`src/rtl/counter_load_param.sv`:
```
// Loadable up/down counter with a reload register and three terminal-count modes:
// reload-wrap, saturate and one-shot. It provides a one-cycle tc pulse and a sticky done flag.
module counter_load_param #(
  parameter int               WIDTH     = 4,
  parameter logic [WIDTH-1:0] RESET_VAL = '0
) (
  input  logic             clk,
  input  logic             rst,
  input  logic             en,
  input  logic             load,
  input  logic [WIDTH-1:0] load_val,
  input  logic             up_dn,
  input  logic [1:0]       mode,
  output logic [WIDTH-1:0] count,
  output logic             tc,
  output logic             done
);

  localparam logic [WIDTH-1:0] ONE      = WIDTH'(1);
  localparam logic [WIDTH-1:0] ALL_ONES = '1;
  localparam logic [1:0]       MODE_SAT = 2'b01;
  localparam logic [1:0]       MODE_ONE = 2'b10;

  logic [WIDTH-1:0] count_q, count_d;
  logic [WIDTH-1:0] reload_q, reload_d;
  logic             tc_q, tc_d;
  logic             done_q, done_d;
  logic             term;

  // Terminal value depends on the direction currently applied, not the last one used.
  assign term = up_dn ? (count_q == ALL_ONES) : (count_q == '0);

  always_comb begin
    count_d  = count_q;
    reload_d = reload_q;
    done_d   = done_q;
    tc_d     = 1'b0;
    if (load) begin
      count_d  = load_val;
      reload_d = load_val;
      done_d   = 1'b0;
    end else if (en) begin
      if (!term) begin
        count_d = up_dn ? (count_q + ONE) : (count_q - ONE);
      end else begin
        unique case (mode)
          MODE_SAT: tc_d = 1'b1;
          MODE_ONE: begin
            // After the first completion the counter stays frozen until it is loaded again.
            if (!done_q) begin
              tc_d   = 1'b1;
              done_d = 1'b1;
            end
          end
          default: begin
            count_d = reload_q;
            tc_d    = 1'b1;
          end
        endcase
      end
    end
  end

  always_ff @(posedge clk or negedge rst) begin
    if (!rst) begin
      count_q  <= RESET_VAL;
      reload_q <= RESET_VAL;
      tc_q     <= 1'b0;
      done_q   <= 1'b0;
    end else begin
      count_q  <= count_d;
      reload_q <= reload_d;
      tc_q     <= tc_d;
      done_q   <= done_d;
    end
  end

  assign count = count_q;
  assign tc    = tc_q;
  assign done  = done_q;

endmodule

```
`config.mk`:
```
export PLATFORM = sky130hd
export DESIGN_NAME = counter_load_param
export DESIGN_NICKNAME = d
export VERILOG_FILES = /design/src/rtl/counter_load_param.sv
export SDC_FILE = /design/constraint.sdc
export NUM_CORES = 1
export LEC_CHECK = 0
export ABC_AREA = 1
export CORE_MARGIN = 1
export CORE_UTILIZATION = 44
export CTS_BUF_LIST = sky130_fd_sc_hd__clkbuf_8
export CTS_CLUSTER_DIAMETER = 100
export DETAILED_ROUTE_END_ITERATION = 12
export PLACE_DENSITY = 0.79
export SYNTH_ARGS = -nofsm -noshare
export SYNTH_HDL_FRONTEND = slang
export SYNTH_SLANG_ARGS = --single-unit
```
`constraint.sdc`:
```
create_clock -name clk -period 1.26 [get_ports clk]
set_clock_uncertainty 0.05 [all_clocks]
set_input_delay 0.126 -clock clk [delete_from_list [all_inputs] [get_ports clk]]
set_output_delay 0.126 -clock clk [all_outputs]
set_load 0.02 [all_outputs]
```
==> key figures <==
Outcome
  • Outcome: finished, violations left
  • Violated checks: negative setup slack

Pwr
  • Sequential share of power: 30.8%
  • Gate power share: 46.1%
  • Switching power share of the total: 36.9%
  • Worst vdd ir: 1.12 mV
  • Leakage: 0.555 nW
  • Clk pwr share: 23.2%
  • Net Switching: 0.536 mW
  • Cell Int Power: 0.915 mW
  • PwrDens: 1440 nW/um2

Worst setup path
  • Worst R2R End: count[1]
  • R2R cell count: 4
  • CP Max Fanout: 5
  • CP Launch Type: flop
  • Reg2Reg Setup Slack: -0.16 ns
  • CP Cell Sequence: fa_2 > nand3b_1 > nand3_2 > a21oi_2
  • WP data required: 1.37 ns
  • Cell family with most CP delay: adder cells
  • Crit end category: flop
  • Crit path max-delay cell type: fa_2
  • CP arrival: 1.53 ns
  • Reg-to-reg startpoint: count[1]
  • Crit Path Class: reg2reg
  • CP bufs+invs: 0
  • Slowest stage delay, CP: 0.52 ns

Floorplanning
  • Starting density of the core: 49.5%
  • Die X: 41.0 um
  • Die ar.: 1680 um2
  • # rows: 13
  • # IOs: 17
  • Die Y: 41.0 um
  • Core Area: 1350 um2

Logic synthesis
  • Yosys reg bits: 10
  • Mapped Nets: 108
  • Largest cells by area after synthesis: dfrtp_1, nand2_1, inv_1
  • Avg Inst Size Synth: 7.18 um2
  • Synth area leader: dfrtp_1
  • Distinct cell type count after synthesis: 19
  • Warnings, synthesis: 0
  • Cells after synthesis: 93
  • Sequential area share after synthesis: 37.5%
  • Area of the mapped netlist: 668 um2
  • Synth top area share: 37.5%

Placed design
  • I/O Buffers: 16
  • Final Wtd Congestion: 0.806
  • Detailed placement HPWL: 1240 um

STA
  • Fin. Hold Viols: 0
  • Setup ws final: -0.161 ns
  • RSZ-0062 raised after global routing: true
  • Fin. max-slew vios: 0
  • Slew @ Worst Pin: 0.456 ns
  • Max frequency: 704 MHz
  • Hold Worst Slack: 0.158 ns
  • Setup-failing EPs final: 4
  • Final worst-path cycle share: 113%
  • Slew HR: 69.5%
  • Tmin final: 1.42 ns

Finish
  • Area Growth Syn to Fin: 50.4%
  • Util after Layout: 74.4%
  • NumNets Final: 140
  • Most frequent cells in the layout: nand2_1, inv_1, buf_4
  • Most common cell after layout, fill and taps aside: nand2_1
  • Antenna cells: 0
  • Share of layout cells above drive strength 1: 29.0%

Global route
  • Gr usage total: 23.8%
  • Initial antenna violation count: 0
  • Largest net degree at the start of global routing: 11
  • Vias in the first global route: 570
  • GRT overflow: 0
  • First-pass GRT wire length: 2570 um

Route
  • Iter 0 DRT Violations: 13
  • Drt via density: 4.85
  • Post-Route WL: 1600 um
  • TritonRoute pass-1 iters: 4
  • Routed vias: 674
  • Routed length per instance: 11.5 um
  • Drc violations: 0
  • Antenna-violating nets left: 0

Clock tree
  • TritonCTS clock tree: done
  • Clock latency on the worst-skew pair: 0.23 ns
  • Clock tree buffer depth: 2
  • Num CTS Buffers: 3
  • Clock transition at the registers of the reported paths: 0.05 ns
  • Clock Sinks: 10
  • CTS Root Buffer Type: clkbuf_8
  • Htree depth: 1
  • Postcts setup bufs: 0
  • Hold-fix buffers, CTS: 0

Min path
  • Worst min path class: in2async

Run
  • Maxcap violations: 0
## state kept, by name (all words and copies together) (netlist names)
| name | flops |
|---|---|
| count | 4 |
| done | 1 |
| reload_q | 4 |
| tc | 1 |
## layer usage
metal	part of all wire, %	vias to the layer above	wire length [um]	global-route usage, %
met1	45	305	721	31.2
met3	4.3	0	68	4.89
met2	51	18	808	39.8
li1	-	351	-	-
met5	0	-	0	0
met4	0	0	0	5.00
## Yosys cell counts
| library cell | n |
|---|---|
| nor2_1 | 8 |
| nand3b_1 | 1 |
| nand2_4 | 3 |
| xor2_1 | 1 |
| inv_1 | 15 |
| nand2_1 | 30 |
| ha_1 | 3 |
| fa_1 | 1 |
| or2_2 | 1 |
| buf_2 | 1 |
| nand3_1 | 6 |
| nand2_2 | 1 |
| o21ai_0 | 4 |
| nor2_2 | 1 |
| a211oi_1 | 1 |
| inv_2 | 1 |
| dfrtp_1 | 10 |
| a31oi_1 | 1 |
| a21oi_1 | 4 |
## per-stage QoR
| step | std cells | power, mW | worst slack (ns) | TNS, ns | instance area (um2) |
|---|---|---|---|---|---|
| global placement | 135 | 1.09 | -0.475 | -1.96 | 953 |
| floorplan | 93 | 0.815 | -0.154 | -0.439 | 689 |
| global route | 139 | 1.57 | -0.210 | -0.783 | 1000 |
| CTS | 139 | 1.47 | -0.172 | -0.480 | 1010 |
| detailed placement | 135 | 1.11 | -0.529 | -2.22 | 953 |
| finish | 139 | 1.45 | -0.161 | -0.419 | 1000 |
## worst register-to-register path: stages (launching register included)
cell      delay [ns]
dfrtp_2         0.44
fa_2            0.52
nand3b_1        0.11
nand3_2         0.08
a21oi_2         0.15
## area by class of cell
| type | instances | area, um2 |
|---|---|---|
| fill | 106 | 345 |
| tap | 15 | 18.8 |
| clock inverter | 1 | 3.75 |
| clock buffer | 3 | 41.3 |
| inverter | 16 | 60.1 |
| multi-input combinational | 66 | 390 |
| sequential | 10 | 254 |
| timing repair buffer | 28 | 236 |
## cells by family after synthesis
logic type / after synthesis / share of synthesized area (%)
DFF: 10 / 37.5
buffers and inverters: 17 / 9.74
adders and majority gates: 4 / 8.61
and+or+nand+nor: 51 / 34.8
AOI/OAI and AO/OA: 10 / 8.05
xor gates and xnor gates: 1 / 1.31
## worst max-delay path by stage
stage / start / to / cells after the start
CTS: count[1] / count[1] / 4
detailed placement: up_dn / count[3] / 9
global placement: up_dn / count[3] / 10
floorplan: count[0] / count[2] / 6
finish: count[1] / count[1] / 4
global route: count[1] / count[3] / 9
## power groups by stage
stage	clock network [mW]	registers, mW	logic [mW]
finish	0.336	0.446	0.668
global route	0.366	0.454	0.748
CTS	0.345	0.447	0.682
detailed placement	0	0.452	0.659
global placement	0	0.446	0.639
floorplan	0	0.497	0.318
## what timing repair did
action	4_1_cts	5_1_grt
resized for setup	19	3
endpoints found under the hold margin	0	0
pin swaps	5	3
setup endpoints to repair	10	7
No activity file was read; power rests on OpenSTA's default activity.
